--- src/rtl/dac_hpf_bank.sv ---
// dac_hpf_bank
//
// N-channel DAC driver with a shared per-channel datapath. One sample vector
// is accepted per frame through a valid/ready handshake. Each channel then
// runs through a one-pole high-pass filter with its own state, a noise
// dead-band, a saturating power-of-two gain and a threshold comparator. The
// result is shifted out as a 24-bit AD5662 frame on a shared SCLK/DIN pair,
// with one active-low SYNC line per channel.
//
// Ports:
//   state_clk       block clock
//   reset           synchronous, active-high reset
//   sample_valid    sample vector available
//   sample_ready    high while idle; a vector is accepted when both are high
//   sample_data     offset-binary samples, channel k at [16k+15:16k]
//   ch_en           per-channel enable (a disabled channel sends mid-scale)
//   hpf_en          0 bypasses the HPF on the output path
//   hpf_coef        HPF coefficient B = hpf_coef / 2^16
//   gain            output gain 2^gain, saturating
//   noise_suppress  dead-band half-width in units of 16 LSB
//   thrsh           comparator threshold, offset-binary
//   thrsh_pol       1: out = y >= thrsh, 0: out = y <= thrsh
//   thrsh_out       registered comparator result per channel
//   dac_sclk        shared SPI clock (DAC samples DIN on its falling edge)
//   dac_din         shared SPI data, MSB first
//   dac_sync        per-channel active-low frame select

module dac_hpf_bank #(
    parameter int NUM_CH   = 8,
    parameter int SCLK_DIV = 1
) (
    input  logic                  state_clk,
    input  logic                  reset,
    input  logic                  sample_valid,
    output logic                  sample_ready,
    input  logic [16*NUM_CH-1:0]  sample_data,
    input  logic [NUM_CH-1:0]     ch_en,
    input  logic                  hpf_en,
    input  logic [15:0]           hpf_coef,
    input  logic [2:0]            gain,
    input  logic [6:0]            noise_suppress,
    input  logic [15:0]           thrsh,
    input  logic                  thrsh_pol,
    output logic [NUM_CH-1:0]     thrsh_out,
    output logic                  dac_sclk,
    output logic                  dac_din,
    output logic [NUM_CH-1:0]     dac_sync
);

    localparam int CH_W  = (NUM_CH > 1) ? $clog2(NUM_CH) : 1;
    localparam int DIV_W = (SCLK_DIV > 1) ? $clog2(SCLK_DIV) : 1;

    typedef enum logic [2:0] {
        IDLE,
        SUB,
        UPD,
        SHIFT,
        GAP
    } fsm_t;

    fsm_t               fsm;
    logic [CH_W-1:0]    ch;
    logic [DIV_W-1:0]   div_cnt;
    logic [4:0]         bit_cnt;
    logic [22:0]        shreg;
    logic signed [17:0] diff_q;
    logic [31:0]        hpf_state [NUM_CH];

    // Frame snapshot: configuration is frozen at acceptance so that changes
    // made mid-frame only take effect on the next frame.
    logic [16*NUM_CH-1:0] snap_data;
    logic [NUM_CH-1:0]    snap_en;
    logic                 snap_hpf_en;
    logic [15:0]          snap_coef;
    logic [2:0]           snap_gain;
    logic [6:0]           snap_ns;
    logic [15:0]          snap_thrsh;
    logic                 snap_pol;

    // Datapath nets
    logic [15:0]        d_cur;
    logic signed [17:0] x_cur;
    logic signed [17:0] s_cur;
    logic signed [18:0] diff_wide;
    logic signed [17:0] diff_sat;
    logic signed [35:0] prod;
    logic [31:0]        state_inc;
    logic signed [15:0] h;
    logic [15:0]        y;
    logic               cmp;
    logic signed [16:0] ns_amt;
    logic signed [16:0] h_ext;
    logic signed [16:0] ns_tmp;
    logic signed [15:0] h_den;
    logic signed [23:0] g_wide;
    logic [15:0]        g_sat;
    logic [15:0]        word;
    logic [NUM_CH-1:0]  sync_sel;

    always_comb begin
        d_cur     = snap_data[{ch, 4'b0000} +: 16];
        // Offset-binary to signed, scaled by 4 to give the filter two guard bits.
        x_cur     = $signed({~d_cur[15], d_cur[14:0], 2'b00});
        s_cur     = $signed(hpf_state[ch][31:14]);
        diff_wide = {x_cur[17], x_cur} - {s_cur[17], s_cur};
        if (diff_wide[18] != diff_wide[17])
            diff_sat = diff_wide[18] ? 18'sh20000 : 18'sh1FFFF;
        else
            diff_sat = diff_wide[17:0];

        // diff * B with B in 2^-16 units; bits [34:3] land on the 2^-14 scale
        // of the 32-bit state, whose top 18 bits line up with x.
        prod      = diff_q * $signed({1'b0, snap_coef, 1'b0});
        state_inc = 32'(prod >>> 3);

        h   = snap_hpf_en ? diff_q[17:2] : x_cur[17:2];
        y   = {~h[15], h[14:0]};
        cmp = snap_pol ? (y >= snap_thrsh) : (y <= snap_thrsh);

        // Dead-band pulls the magnitude toward zero without crossing it.
        ns_amt = $signed({6'b000000, snap_ns, 4'b0000});
        h_ext  = {h[15], h};
        ns_tmp = h_ext;
        h_den  = 16'sd0;
        if (h_ext > 17'sd0) begin
            ns_tmp = h_ext - ns_amt;
            h_den  = (ns_tmp < 17'sd0) ? 16'sd0 : ns_tmp[15:0];
        end else if (h_ext < 17'sd0) begin
            ns_tmp = h_ext + ns_amt;
            h_den  = (ns_tmp > 17'sd0) ? 16'sd0 : ns_tmp[15:0];
        end

        // Max shift of 7 on a 16-bit value fits in 24 bits before clamping.
        g_wide = {{8{h_den[15]}}, h_den};
        g_wide = g_wide <<< snap_gain;
        if (g_wide > 24'sd32767)
            g_sat = 16'h7FFF;
        else if (g_wide < -24'sd32768)
            g_sat = 16'h8000;
        else
            g_sat = g_wide[15:0];

        word = snap_en[ch] ? {~g_sat[15], g_sat[14:0]} : 16'h8000;

        sync_sel     = '1;
        sync_sel[ch] = 1'b0;
    end

    always_ff @(posedge state_clk) begin
        if (reset) begin
            fsm          <= IDLE;
            ch           <= '0;
            div_cnt      <= '0;
            bit_cnt      <= '0;
            shreg        <= '0;
            diff_q       <= '0;
            sample_ready <= 1'b1;
            thrsh_out    <= '0;
            dac_sclk     <= 1'b0;
            dac_din      <= 1'b0;
            dac_sync     <= '1;
            snap_data    <= '0;
            snap_en      <= '0;
            snap_hpf_en  <= 1'b0;
            snap_coef    <= '0;
            snap_gain    <= '0;
            snap_ns      <= '0;
            snap_thrsh   <= '0;
            snap_pol     <= 1'b0;
            for (int i = 0; i < NUM_CH; i++)
                hpf_state[i] <= '0;
        end else begin
            case (fsm)
                IDLE: begin
                    if (sample_valid) begin
                        snap_data    <= sample_data;
                        snap_en      <= ch_en;
                        snap_hpf_en  <= hpf_en;
                        snap_coef    <= hpf_coef;
                        snap_gain    <= gain;
                        snap_ns      <= noise_suppress;
                        snap_thrsh   <= thrsh;
                        snap_pol     <= thrsh_pol;
                        ch           <= '0;
                        sample_ready <= 1'b0;
                        fsm          <= SUB;
                    end
                end
                SUB: begin
                    diff_q <= diff_sat;
                    fsm    <= UPD;
                end
                UPD: begin
                    // The filter state tracks the input even when the HPF is
                    // bypassed, so enabling it later starts from a settled value.
                    hpf_state[ch] <= snap_en[ch] ? (hpf_state[ch] + state_inc) : '0;
                    thrsh_out[ch] <= snap_en[ch] & cmp;
                    // Bit 23 goes out now; shreg keeps the 23 bits still to send.
                    shreg         <= {7'h00, word};
                    dac_din       <= 1'b0;
                    dac_sclk      <= 1'b1;
                    dac_sync      <= sync_sel;
                    div_cnt       <= '0;
                    bit_cnt       <= '0;
                    fsm           <= SHIFT;
                end
                SHIFT: begin
                    if (div_cnt == DIV_W'(SCLK_DIV - 1)) begin
                        div_cnt <= '0;
                        if (dac_sclk) begin
                            dac_sclk <= 1'b0;
                        end else if (bit_cnt == 5'd23) begin
                            dac_sync <= '1;
                            dac_din  <= 1'b0;
                            fsm      <= GAP;
                        end else begin
                            dac_sclk <= 1'b1;
                            dac_din  <= shreg[22];
                            shreg    <= {shreg[21:0], 1'b0};
                            bit_cnt  <= bit_cnt + 5'd1;
                        end
                    end else begin
                        div_cnt <= div_cnt + DIV_W'(1);
                    end
                end
                GAP: begin
                    if (ch == CH_W'(NUM_CH - 1)) begin
                        ch           <= '0;
                        sample_ready <= 1'b1;
                        fsm          <= IDLE;
                    end else begin
                        ch  <= ch + CH_W'(1);
                        fsm <= SUB;
                    end
                end
                default: fsm <= IDLE;
            endcase
        end
    end

endmodule

--- config.mk ---
export PLATFORM = sky130hd
export DESIGN_NAME = dac_hpf_bank
export DESIGN_NICKNAME = d
export VERILOG_FILES = /design/src/rtl/dac_hpf_bank.sv
export SDC_FILE = /design/constraint.sdc
export NUM_CORES = 2
export LEC_CHECK = 0
export ABC_AREA = 1
export CAP_MARGIN = 20
export CORE_MARGIN = 8
export CORE_UTILIZATION = 50
export CTS_CLUSTER_DIAMETER = 40
export DETAILED_ROUTE_END_ITERATION = 12
export DONT_BUFFER_PORTS = 1
export PLACE_DENSITY = 0.65
export SLEW_MARGIN = 20
export SYNTH_ARGS = -nofsm -noshare
export SYNTH_HDL_FRONTEND = slang
export SYNTH_SLANG_ARGS = --single-unit
--- constraint.sdc ---
create_clock -name state_clk -period 9.25 [get_ports state_clk]
set_input_delay 0.925 -clock state_clk [delete_from_list [all_inputs] [get_ports state_clk]]
set_output_delay 0.925 -clock state_clk [all_outputs]
set_load 0.005 [all_outputs]
==> results.ini <==
[status]
status=complete, no violations

[timing]
finalClockSkew_ns=0.03644
worstMarginPinSlew_ns=1.048
fin_ws_ns=0.4795
finalSetupViolations=0
fin_setup_tns_ns=0
fin_hold_ws_ns=0.3528
relSlewSlack_pct=29.99
rsz0062_at_grt=false
min_period_over_period_pct=94.82
fin_crit_ns=8.770
maxSlewViolCount=0
fmax_mhz=114.0
hold_viol=0

[flow_run]
drv_cap=0

[drt]
vias=31150
drt-pass1-iter-count=6
antenna_left=0
viasPerCell=5.424
avgRoutedWirePerCell_um=19.00
drc=0
wl_um=109100
drt_iter0_markers=2773

[floorplanning]
core_um2=74320
dieHeight_um=289.9
core.rowCount=100
die_x_um=289.9
start_util_pct=50.45
pin_count=202
die-area_um2=84020

[critical_path]
cp_max_fo=14
cp.required_ns=9.59
max_stage_delay_ns=0.63
r2r_cells=31
crit_type=reg -> reg
r2r-start=snap_coef[7]
slowest_stage=dfxtp_1
rrSetupSlack_ns=0.48
cp.arrival_ns=9.12
start_kind=register
rr_endpoint=hpf_state[5][29]
end_kind=register

[final_layout]
fin_util_pct=55.47
layout_commonest_cell=nand2_1
area_growth_pct=9.950
final_cell_mix=nand2_1, inv_1, nor2_1
final_nets=5341
drive_gt1_share_pct=7.379
fin_area_um2=41230

[grt]
grt_max_degree=175
antenna_found_initial=9
grt_pass1_vias=30510
grt_first_pass_wirelength_um=171000
overflow=0
grt_use_total_pct=25.39

[synth]
syn_inst=4789
yosysUniqueCellTypes=65
ys_ff_latch=510
async_reset_ff_share_pct=0
synth_edf_count=256
avgSynthCellArea_um2=7.830
ys_seq_area_share_pct=34.06
yosysWarnings=0
syn-cell-area_um2=37500
ys.flop_type=edfxtp_1
synth_nets=5429

[clock_network]
clk_pin_slew_ns=0.06
cts_sinks=510
clk_latency_ns=0.64
numCtsBuffers=83
post_cts_buffers=0
h-tree-depth=3
clockRootBuffer=clkbuf_16
cts_tree=built
clockBufferDepth=3

[hold_path]
min_to=shreg[0]
min_path_type=in -> reg
hold_path_depth=1
hp-start=reset

[place]
io_buffers=0
place_congestion=0.9231
dp_slack_ns=0.2058
dp_hpwl_um=77880
dpl-instance-area_um2=38300

[power]
leakagePower_nw=19.65
p_per_area_nw_per_um2=247.8
ir_drop_v=0.0001741

## cell type report
class	count	area, um^2
sequential	510	12790
clock buffer	93	2166
clock inverter	61	720.7
multi-input combinational	3223	20670
timing repair buffer	80	613.1
inverter	803	3043
antenna	3	7.507
fill	6936	33090
tap	969	1212
## report_power, final
group	switching, W	internal, W
combinational	0.00286	0.00143
clock	0.00122	0.00193
sequential	0.000185	0.00258
total	0.00427	0.00595
## routing by layer
| metal | global-route usage [%] | part of all wire (%) | vias to the layer above |
|---|---|---|---|
| met3 | 4.100 | 7.6 | 195 |
| met5 | 0 | 0.039 | - |
| li1 | - | - | 14940 |
| met2 | 41.79 | 46 | 1116 |
| met4 | 7.838 | 3.1 | 8 |
| met1 | 34.26 | 43 | 14880 |
## critical path, delay by kind of cell, from the launching register on
family | cells | cell delay, ns
AOI/OAI and AO/OA | 15 | 3.89
adders and majority gates | 8 | 3.24
DFF | 1 | 0.63
buffers and inverters | 5 | 0.29
and+or+nand+nor | 2 | 0.24
xor gates and xnor gates | 1 | 0.19
## synthesized netlist by cell type, drive strengths merged, types with 37 or more instances
| cell type | n | area (um^2) |
|---|---|---|
| fa | 291 | 5826 |
| ha | 166 | 2077 |
| nand2 | 986 | 3801 |
| o21ai | 400 | 2028 |
| xor2 | 37 | 324.1 |
| dfxtp | 254 | 5085 |
| inv | 793 | 2979 |
| buf | 46 | 274.0 |
| nor2 | 633 | 2454 |
| edfxtp | 256 | 7687 |
| a21oi | 292 | 1495 |
| nand3 | 199 | 1031 |
| clkbuf | 207 | 778.2 |
## cell families (layout without fill, tap and decap cells)
logic type                 after synthesis  in the layout  synth area share, %
and+or+nand+nor                       1886           1886                20.56
buffers and inverters                 1056           1037                10.88
AOI/OAI and AO/OA                      814            814                11.87
DFF                                    510            510                34.06
adders and majority gates              457            457                21.07
xor gates and xnor gates                65             65                1.518
muxes                                    1              1              0.02669
other                                    0              3                    0
## state kept, by name, indices dropped and copies added (netlist names), 3 cells and up, named ones only
name and flops:
shreg 23, hpf_state 256, thrsh_out 8, snap_en 8
ch 3, snap_thrsh 16, snap_data 128, bit_cnt 5
snap_ns 7, diff_q 18, fsm 3, snap_gain 3
snap_coef 16, dac_sync 8
## metrics by stage
step / std cells / power (W)
finish: 5742 / 0.01022
global route: 5740 / 0.01091
CTS: 5739 / 0.01020
detailed placement: 5585 / 0.007025
global placement: 5585 / 0.006991
floorplan: 4789 / 0.005830
## worst max path at each step
stage / end / cells past startpoint / slack [ns] / startpoint
6_report: hpf_state[5][29] / 31 / 0.48 / snap_coef[7]
5_1_grt: hpf_state[6][29] / 31 / 0.04 / snap_coef[3]
4_1_cts: hpf_state[5][29] / 29 / 0.18 / snap_coef[4]
3_5_place_dp: hpf_state[1][29] / 29 / 0.21 / snap_coef[4]
3_3_place_gp: hpf_state[3][29] / 29 / 0.27 / snap_coef[4]
2_1_floorplan: hpf_state[0][31] / 33 / 1.38 / snap_coef[4]
## repair_timing
action                                  4_1_cts  5_1_grt
hold buffers                                  0        0
endpoints found under the setup margin        0       39
resized for setup                             0       18
Note: power is estimated with default switching activity, not from simulation.
